<file path="src/rtl/trace_pkg.sv">
// trace_pkg: shared types, constants and helpers for the pipeline trace transmitter
package trace_pkg;
   localparam logic [7:0] HDR_MAGIC = 8'hA5;
   typedef enum logic [1:0] {HDR, CYC, PC, CNT} word_e;
   typedef enum logic {IDLE, SEND} state_e;
   typedef struct packed {
      logic [7:0]  seq;
      logic [15:0] drop;
      logic [31:0] cyc;
      logic [31:0] pc;
      logic [15:0] stl;
      logic [15:0] fls;
   } rec_t;
   function automatic logic [15:0] sat16(input logic [31:0] v);
      return (|v[31:16]) ? 16'hFFFF : v[15:0];
   endfunction
   function automatic logic [31:0] rec_word(input rec_t r, input word_e w);
      return (w == HDR) ? {HDR_MAGIC, r.seq, r.drop} : (w == CYC) ? r.cyc : (w == PC) ? r.pc : {r.stl, r.fls};
   endfunction
endpackage

</file>
<file path="src/rtl/pipe_trace_tx_if.sv">
// pipe_trace_tx_if: 32-bit valid/ready trace word stream
interface pipe_trace_tx_if;
   logic [31:0] data;
   logic        valid;
   logic        ready;
   modport master (output data, output valid, input ready);
   modport slave (input data, input valid, output ready);
endinterface

</file>
<file path="src/rtl/trace_fifo.sv">
// trace_fifo: synchronous record FIFO exposing head and the entry behind it
module trace_fifo
   import trace_pkg::*;
#(
   parameter int DEPTH = 4
) (
   input  logic clk_i,
   input  logic rst_i,
   input  logic push_i,
   input  logic pop_i,
   input  rec_t wdata_i,
   output rec_t head_o,
   output rec_t second_o,
   output logic empty_o,
   output logic full_o,
   output logic single_o
);
   localparam int AW = (DEPTH > 1) ? $clog2(DEPTH) : 1;
   rec_t mem_q [DEPTH];
   logic [AW-1:0] wr_q, wr_d, rd_q, rd_d;
   logic [AW:0] cnt_q, cnt_d;
   // pointer and occupancy update; push and pop may coincide even when full
   always_comb begin
      wr_d = push_i ? wr_q + 1'b1 : wr_q;
      rd_d = pop_i ? rd_q + 1'b1 : rd_q;
      cnt_d = cnt_q + (AW+1)'(push_i) - (AW+1)'(pop_i);
   end
   // pointer and occupancy registers
   always_ff @(posedge clk_i) begin
      if (rst_i) begin
         wr_q <= '0;
         rd_q <= '0;
         cnt_q <= '0;
      end else begin
         wr_q <= wr_d;
         rd_q <= rd_d;
         cnt_q <= cnt_d;
      end
   end
   // record storage needs no reset, occupancy guards it
   always_ff @(posedge clk_i) begin
      if (push_i) mem_q[wr_q] <= wdata_i;
   end
   assign head_o = mem_q[rd_q];
   assign second_o = mem_q[rd_q + 1'b1];
   assign empty_o = (cnt_q == '0);
   assign full_o = (cnt_q == (AW+1)'(DEPTH));
   assign single_o = (cnt_q == (AW+1)'(1));
endmodule

</file>
<file path="src/rtl/pipe_trace_tx.sv">
// pipe_trace_tx: counts pipeline cycles/stalls/flushes and streams periodic snapshot records
module pipe_trace_tx
   import trace_pkg::*;
#(
   parameter int PERIOD = 8,
   parameter int DEPTH  = 4
) (
   input  logic            clk_i,
   input  logic            rst_i,
   input  logic            start_i,
   input  logic [31:0]     pc_i,
   input  logic            stall_i,
   input  logic            branch_i,
   input  logic            flush_i,
   pipe_trace_tx_if.master tx,
   output logic            overflow_o
);
   localparam int PW = (PERIOD > 1) ? $clog2(PERIOD) : 1;
   logic [31:0] cyc_q, cyc_d, stl_q, stl_d, fls_q, fls_d;
   logic [PW-1:0] phase_q, phase_d;
   logic [7:0] seq_q, seq_d;
   logic [15:0] drop_q, drop_d;
   logic ovf_q, ovf_d;
   state_e state_q, state_d;
   word_e idx_q, idx_d;
   logic valid_q, valid_d;
   logic [31:0] data_q, data_d;
   logic cap, push, pop, hs, full, empty, single;
   rec_t rec, head, second, nxt_rec;

   trace_fifo #(.DEPTH(DEPTH)) u_fifo (
      .clk_i    (clk_i),
      .rst_i    (rst_i),
      .push_i   (push),
      .pop_i    (pop),
      .wdata_i  (rec),
      .head_o   (head),
      .second_o (second),
      .empty_o  (empty),
      .full_o   (full),
      .single_o (single)
   );

   assign hs = valid_q && tx.ready;
   assign pop = hs && (idx_q == CNT);

   // counters, capture decision and the snapshot record; a full FIFO still accepts when its head leaves this edge
   always_comb begin
      cyc_d = cyc_q + 32'(start_i);
      stl_d = stl_q + 32'(start_i && stall_i && !branch_i);
      fls_d = fls_q + 32'(flush_i && start_i);
      cap = start_i && (phase_q == PW'(PERIOD - 1));
      phase_d = !start_i ? phase_q : cap ? '0 : phase_q + 1'b1;
      push = cap && (!full || pop);
      seq_d = seq_q + 8'(push);
      drop_d = push ? '0 : cap ? ((drop_q == 16'hFFFF) ? drop_q : drop_q + 1'b1) : drop_q;
      ovf_d = ovf_q || (cap && !push);
      rec = '{seq: seq_q, drop: drop_q, cyc: cyc_q, pc: pc_i, stl: sat16(stl_d), fls: sat16(fls_d)};
   end

   // counter and capture registers
   always_ff @(posedge clk_i) begin
      if (rst_i) begin
         cyc_q <= '0;
         stl_q <= '0;
         fls_q <= '0;
         phase_q <= '0;
         seq_q <= '0;
         drop_q <= '0;
         ovf_q <= 1'b0;
      end else begin
         cyc_q <= cyc_d;
         stl_q <= stl_d;
         fls_q <= fls_d;
         phase_q <= phase_d;
         seq_q <= seq_d;
         drop_q <= drop_d;
         ovf_q <= ovf_d;
      end
   end

   // serialiser state register with registered stream outputs
   always_ff @(posedge clk_i) begin
      if (rst_i) begin
         state_q <= IDLE;
         idx_q <= HDR;
         valid_q <= 1'b0;
         data_q <= '0;
      end else begin
         state_q <= state_d;
         idx_q <= idx_d;
         valid_q <= valid_d;
         data_q <= data_d;
      end
   end

   // serialiser next state: leave SEND only when the last record leaves with nothing arriving
   always_comb begin
      state_d = (state_q == IDLE) ? (empty ? IDLE : SEND) : (pop && single && !push) ? IDLE : SEND;
   end

   // serialiser outputs: preload the next word so data is ready the cycle after each handshake
   always_comb begin
      nxt_rec = single ? rec : second;
      idx_d = (state_q == IDLE || pop) ? HDR : hs ? word_e'(idx_q + 2'd1) : idx_q;
      valid_d = (state_d == SEND);
      data_d = (state_q == IDLE) ? (empty ? data_q : rec_word(head, HDR))
             : pop ? ((state_d == SEND) ? rec_word(nxt_rec, HDR) : data_q)
             : hs ? rec_word(head, word_e'(idx_q + 2'd1)) : data_q;
   end

   assign tx.data = data_q;
   assign tx.valid = valid_q;
   assign overflow_o = ovf_q;
endmodule

</file>
<file path="src/flat_wrapper.sv">
// flat-port wrapper written by rule: the top's interface ports become plain ports
module pipe_trace_tx_flat import trace_pkg::*;
#(
   parameter int PERIOD = 8,
   parameter int DEPTH  = 4
)
  (clk_i, rst_i, start_i, pc_i, stall_i, branch_i, flush_i, overflow_o, tx_data, tx_valid, tx_ready);
  pipe_trace_tx_if tx_i ();
  input  logic clk_i;
  input  logic rst_i;
  input  logic start_i;
  input  logic [31:0] pc_i;
  input  logic stall_i;
  input  logic branch_i;
  input  logic flush_i;
  output logic overflow_o;
  output wire logic [$bits(tx_i.data)-1:0] tx_data;
  output wire logic [$bits(tx_i.valid)-1:0] tx_valid;
  input wire logic [$bits(tx_i.ready)-1:0] tx_ready;
  assign tx_data = tx_i.data;
  assign tx_valid = tx_i.valid;
  assign tx_i.ready = tx_ready;
  pipe_trace_tx #(.PERIOD(PERIOD), .DEPTH(DEPTH)) u_core (.clk_i(clk_i), .rst_i(rst_i), .start_i(start_i), .pc_i(pc_i), .stall_i(stall_i), .branch_i(branch_i), .flush_i(flush_i), .tx(tx_i), .overflow_o(overflow_o));
endmodule
</file>
<file path="config.mk">
export PLATFORM = sky130hd
export DESIGN_NAME = pipe_trace_tx_flat
export DESIGN_NICKNAME = d
export VERILOG_FILES = /design/src/rtl/trace_pkg.sv /design/src/rtl/pipe_trace_tx_if.sv /design/src/rtl/trace_fifo.sv /design/src/rtl/pipe_trace_tx.sv /design/src/flat_wrapper.sv
export SDC_FILE = /design/constraint.sdc
export NUM_CORES = 1
export LEC_CHECK = 0
export ABC_AREA = 1
export BUFFER_PORTS_ARGS = -buffer_cell sky130_fd_sc_hd__buf_4
export CAP_MARGIN = 5
export CORE_ASPECT_RATIO = 1.2
export CORE_MARGIN = 2
export CORE_UTILIZATION = 43
export CTS_CLUSTER_SIZE = 10
export DETAILED_ROUTE_END_ITERATION = 7
export PLACE_DENSITY = 0.65
export SYNTH_ARGS = -nofsm -noshare
export SYNTH_HDL_FRONTEND = slang
export SYNTH_SLANG_ARGS = --single-unit
</file>
<file path="constraint.sdc">
create_clock -name clk_i -period 8.4 [get_ports clk_i]
set_input_delay 1.68 -clock clk_i [delete_from_list [all_inputs] [get_ports clk_i]]
set_output_delay 1.68 -clock clk_i [all_outputs]
set_load 0.05 [all_outputs]
</file>
# ---- Word level (Yosys, flattened, before mapping)
# Memories as Yosys holds them, arrays and structs flattened. A register that Yosys moved wholly into a read port is not among the register bits.
# Cells that the tools add are included.
dict set report word_totals {
  ff_bits 166
  mem_bits_rw 480
  in_bits 39
  output_inout_bits 34
  n_memories 1
}
# memory depth width rd rd_ports_with_merged_regs wr line
set mem_list {}
lappend mem_list {u_core.u_fifo.mem_q 4 120 2 1 1 trace_fifo.sv:19} ;# rec_t mem_q [DEPTH];
dict set report op_classes {
  addsub 11
  n_eq_ne 10
  mux 19
  n_bitwise 2
  reduce_logical 24
}
# cell n
set op_table {}
lappend op_table {{two-way mux 32 bit} 8}
lappend op_table {{two-way mux 120 bit} 1}
lappend op_table {{adder 32 x 1 -> 32 bit} 3}
lappend op_table {{two-way mux 16 bit} 2}
lappend op_table {{OR reduction 16 bit} 2}
lappend op_table {{adder 16 x 1 -> 16 bit, second input constant} 1}
lappend op_table {{equality test 16 bit, second input constant} 1}
lappend op_table {{logical AND 1 bit} 10}
lappend op_table {{adder 8 x 1 -> 8 bit} 1}
lappend op_table {{adder 2 x 1 -> 2 bit, second input constant} 3}
lappend op_table {{equality test 3 bit, second input constant} 2}
lappend op_table {{inequality test 3 bit, second input constant} 2}
lappend op_table {{two-way mux 1 bit} 5}
lappend op_table {{equality test 2 bit, second input constant} 2}
lappend op_table {{two-way mux 2 bit} 2}
lappend op_table {{OR reduction 2 bit} 2}
lappend op_table {{adder 3 x 1 -> 3 bit} 1}
lappend op_table {{adder 3 x 1 -> 3 bit, second input constant} 1}
lappend op_table {{equality test 3 x 1 -> 1 bit, second input constant} 1}
lappend op_table {{zero test 1 bit} 3}
lappend op_table {{zero test 3 bit} 1}
lappend op_table {{logical OR 1 bit} 3}
lappend op_table {{two-way mux 3 bit} 1}
lappend op_table {{AND reduction 3 bit} 1}
lappend op_table {{other kinds (6)} 7}

# ---- Longest topological paths before layout
dict set report logic_depth {
  ltp_word 11
  ltp_mapped 17
  ltp_nobuf 15
}

# ---- By module
# From an unflattened synthesis, not the netlist that was laid out.
dict set report unflattened {
  hier_cells 3767
  hier_area_um2 32219.7
}
# mod n_inst cells_each area_per_inst_um2
set modules_own_cells {}
lappend modules_own_cells {trace_fifo 1 2248 22566.6}
lappend modules_own_cells {pipe_trace_tx 1 1519 9653.0}

# ---- Worst setup path before layout
# Ideal clock, no wire load.
dict set report synth_timing {
  path_type {input to register}
  from {input start_i}
  to {memory u_core.u_fifo.mem_q[0][0] in the netlist's numbering, enable pin}
  setup_ns 0.601
  t_arrival_ns 7.298
  required_time_ns 7.799
  path_slack_ns 0.501
  cell_stages 5
  path_buffers 1
  cell_sequence {buf_2 -> nand2_1 -> nor2_1 -> inv_1 -> nor2_1}
}
dict set report synth_between {
  elab_chain_cells 4
}
# item line
set synth_lines {}
lappend synth_lines {{start, declared} flat_wrapper.sv:11} ;# input logic start_i;
lappend synth_lines {{logical AND 1 bit} pipe_trace_tx.sv:52} ;# cap = start_i && (phase_q == PW'(PERIOD - 1));
lappend synth_lines {{logical AND 1 bit} pipe_trace_tx.sv:54} ;# push = cap && (!full || pop);
lappend synth_lines {{named net u_core.push} pipe_trace_tx.sv:28} ;# logic cap, push, pop, hs, full, empty, single;
lappend synth_lines {{two-way mux 1 bit} trace_fifo.sv:42} ;# if (push_i) mem_q[wr_q] <= wdata_i;
lappend synth_lines {{two-way mux 1 bit (not written as such)} trace_fifo.sv:42}
lappend synth_lines {{end, declared} trace_fifo.sv:19}
# The timed path passes the listed nets, and every way through them passes these cells.

# ---- Final worst setup path
dict set report layout_timing {
  from {input tx_ready}
  to {memory u_core.u_fifo.mem_q[1][47] in the netlist's numbering, enable pin}
}
dict set report layout_between {
  elab_chain_cells 6
}
# item line
set layout_lines {}
lappend layout_lines {{start, declared} flat_wrapper.sv:19} ;# input wire logic [$bits(tx_i.ready)-1:0] tx_ready;
lappend layout_lines {{logical AND 1 bit} pipe_trace_tx.sv:44} ;# assign hs = valid_q && tx.ready;
lappend layout_lines {{logical AND 1 bit} pipe_trace_tx.sv:45} ;# assign pop = hs && (idx_q == CNT);
lappend layout_lines {{logical OR 1 bit} pipe_trace_tx.sv:54}
lappend layout_lines {{logical AND 1 bit} pipe_trace_tx.sv:54}
lappend layout_lines {{named net u_core.push} pipe_trace_tx.sv:28}
lappend layout_lines {{two-way mux 1 bit} trace_fifo.sv:42}
lappend layout_lines {{two-way mux 1 bit (not written as such)} trace_fifo.sv:42}
# The timed path passes the listed nets, and every way through them passes these cells.

==> summary.md <==
| Metric | Value |
|---|---|
| Cts bufs inserted | 76 |
| CTS sink count | 648 |
| CP required | 8.63 ns |
| Placed insts | 3889 |
| Peak Freq | 0.247 GHz |
| Non-Filler Instances | 4029 |
| Antenna violations before repair | 0 |
| Area of the mapped netlist | 0.0289 mm² |
| Number of synthesized flops with an enable pin | 480 |
| Status | complete, no violations |
| FP Rows | 104 |
| First-pass GRT wire length | 110000 µm |
| Largest net degree at the start of global routing | 108 |
| Worst setup EP type | flip-flop |
| Core area | 0.0668 mm² |
| Leak pwr | 11.9 nW |
| Post_cts resized | 0 |
| Clock Path Buffers | 3 |
| Main flop type after synthesis | edfxtp_1 |
| Skew final | 0.0255 ns |
| Tmin final | 4.06 ns |
| Final worst-path cycle share | 48.3% |
| Layout cell share with drive strength beyond 1 | 9.91% |
| Max-cap viol count | 0 |
| Max transition margin | 29.5% |
| Global placer's final weighted congestion | 0.906 |
| Mapped Avg Cell Area | 9.54 µm² |
| Slowest CP cell | buf_4 |
| Starting density of the core | 43.3% |
| CP max stage delay | 0.76 ns |
| Tightest Pin Transition | 1.05 ns |
| Syn_nets | 3093 |
| DR vias | 21100 |
| WL/cell | 17.8 µm |
| Setup Buffers After CTS | 0 |
| H-tree depth | 3 |
| Total wire length | 71800 µm |
| Netlist cell types | 46 |
| Register area share after synthesis | 61.5% |
| CP delay by family, top | simple AND/OR/NAND/NOR gates |
| Buf/Inv on CP | 4 |
| RSZ-0062 raised after global routing | no |
| Area growth, synth to finish | 12.1% |
| Critical path arrival | 4.29 ns |
| Iter 0 DRT Violations | 1659 |
| Crit-path cells | buf_4, nand3_1, nand4_1, inv_1, nor2_1, inv_1, nor2_4, buf_4 |
| Critical-path maximum fanout | 54 |
| Grt ovf | 0 |
| Residual DRC count | 0 |
| Crit path launch type | input pin |
| CTS Root Cell | clkbuf_16 |
| Max VDD drop | 126 µV |
| Port Buffers | 72 |
| Diode count | 0 |
| Cells after Synth | 3032 |
| Pwr Density | 199 mW/mm² |
| First-pass iteration count of the detailed router | 5 |
| Final Hold Slack | 0.471 ns |
| Die span in y | 288 µm |
| DR vias/cell | 5.24 |
| #FFs+latches synth | 648 |
| CTS Hold Bufs | 0 |
| Die W | 241 µm |
| Num ports | 73 |
| CTS tree | yes |
| Vias in the first global route | 19800 |
| HP Class | reg -> reg |
| Final hold violations | 0 |
| Final setup TNS | 0 ns |
| Layout Utilization | 48.6% |
| Async SR Flop Fraction | 0% |
| Worst-path clk slew | 0.05 ns |
| Yosys warning count | 0 |
| GRT Total Usage | 20.5% |
| Setup-failing EPs final | 0 |
| Post-route antenna net violation count | 0 |
| Layout Nets | 3127 |
| Total power | 6.43 mW |
| Later-pin clock latency in the skew report | 0.62 ns |
| Die area | 0.0694 mm² |
| Fin. max-slew vios | 0 |
| Setup CP Type | in -> reg |
| HPWL Detailed | 43100 µm |
cell families (layout without fill, tap and decap cells):
kind of cell               Yosys count  after routing  synth area share [%]
and+or+nand+nor                   1633           1633                  24.7
DFF                                648            648                  61.5
buffers and inverters              318            414                  4.47
adders and majority gates           22             22                 0.978
xor gates and xnor gates            43             43                  1.30
AOI/OAI and AO/OA                  368            368                  7.11
routing by layer:
layer	vias to the layer above	track usage (%)	part of all wire, %
met5	-	0	0
met4	0	7.52	2.7
met3	139	3.37	5.9
met2	670	36.3	50
met1	9962	25.1	41
li1	10400	-	-
sequential cells by signal, indices dropped and copies added, names as in the netlist, named ones only:
register and cells:
u_core.cyc_q 32, u_core.drop_q 16, u_core.fls_q 32, u_core.idx_q 2
u_core.overflow_o 1, u_core.phase_q 3, u_core.seq_q 8, u_core.state_q 1
u_core.stl_q 32, u_core.tx.data 32, u_core.u_fifo.cnt_q 3, u_core.u_fifo.mem_q 480
u_core.u_fifo.rd_q 2, u_core.u_fifo.wr_q 2
cell usage after synthesis (all sizes together), types with 4 or more instances:
cell type | count | area share (%)
o211ai | 23 | 0.60
nand4 | 18 | 0.39
edfxtp | 480 | 50
clkbuf | 76 | 0.99
o21ai | 150 | 2.6
or2 | 39 | 0.84
xor2 | 27 | 0.82
o221ai | 26 | 0.79
o22ai | 14 | 0.30
buf | 64 | 1.2
dfxtp | 168 | 12
nor2 | 370 | 5.4
clkinv | 5 | 0.065
a31oi | 8 | 0.17
inv | 173 | 2.2
a21oi | 137 | 2.4
nand3b | 28 | 0.74
xnor2 | 16 | 0.48
nor3b | 4 | 0.10
ha | 21 | 0.91
a22oi | 4 | 0.10
nor3 | 22 | 0.38
nand2 | 853 | 11
nand3 | 295 | 5.5
cells in the final DEF (no fill, tap or decap), types with 39 or more instances in the layout:
| master | count |
|---|---|
| nand2_1 | 839 |
| edfxtp_1 | 480 |
| nor2_1 | 335 |
| nand3_1 | 273 |
| dfxtp_1 | 166 |
| inv_1 | 159 |
| o21ai_0 | 145 |
| a21oi_1 | 137 |
| buf_4 | 95 |
| clkbuf_16 | 77 |
| clkbuf_1 | 56 |
| or2_2 | 39 |
worst min-delay path: stages (launching register included):
cell	delay, ns
dfxtp_1	0.31
nand2_1	0.06
a21oi_1	0.05
metrics by stage:
stage               setup WS [ns]  cell area (µm²)
floorplan                   0.501            28900
global placement             3.79            30200
detailed placement           3.73            30200
CTS                          4.37            32400
global route                 4.12            32400
finish                       4.34            32400
report_power, final:
part	total [mW]	internal (mW)	switching, mW
Sequential	3.41	3.41	0.00290
Clock	2.97	1.72	1.25
Combinational	0.0502	0.0176	0.0325
Total	6.43	5.15	1.28
final timing paths:
| path | start | depth (start not counted) | slack [ns] | to |
|---|---|---|---|---|
| worst max register to register | u_core.idx_q[0]$_SDFFE_PP0P_ | 8 | 4.86 | u_core.u_fifo.mem_q[1][47]$_DFFE_PP_ |
| worst max-delay path | tx_ready | 8 | 4.34 | u_core.u_fifo.mem_q[1][47]$_DFFE_PP_ |
| worst min-delay path | u_core.phase_q[2]$_SDFFE_PP0P_ | 2 | 0.47 | u_core.phase_q[2]$_SDFFE_PP0P_ |
| worst min register to register | u_core.phase_q[2]$_SDFFE_PP0P_ | 2 | 0.47 | u_core.phase_q[2]$_SDFFE_PP0P_ |
final cells by class:
class	instances	area, µm²
Multi-Input combinational cell	2066	9880
Clock inverter	7	72.6
Timing Repair Buffer	96	733
Inverter	178	676
Fill cell	6067	34300
Tap cell	901	1130
Sequential cell	648	17800
Clock buffer	133	2140
(Power assumes the default switching activity.)
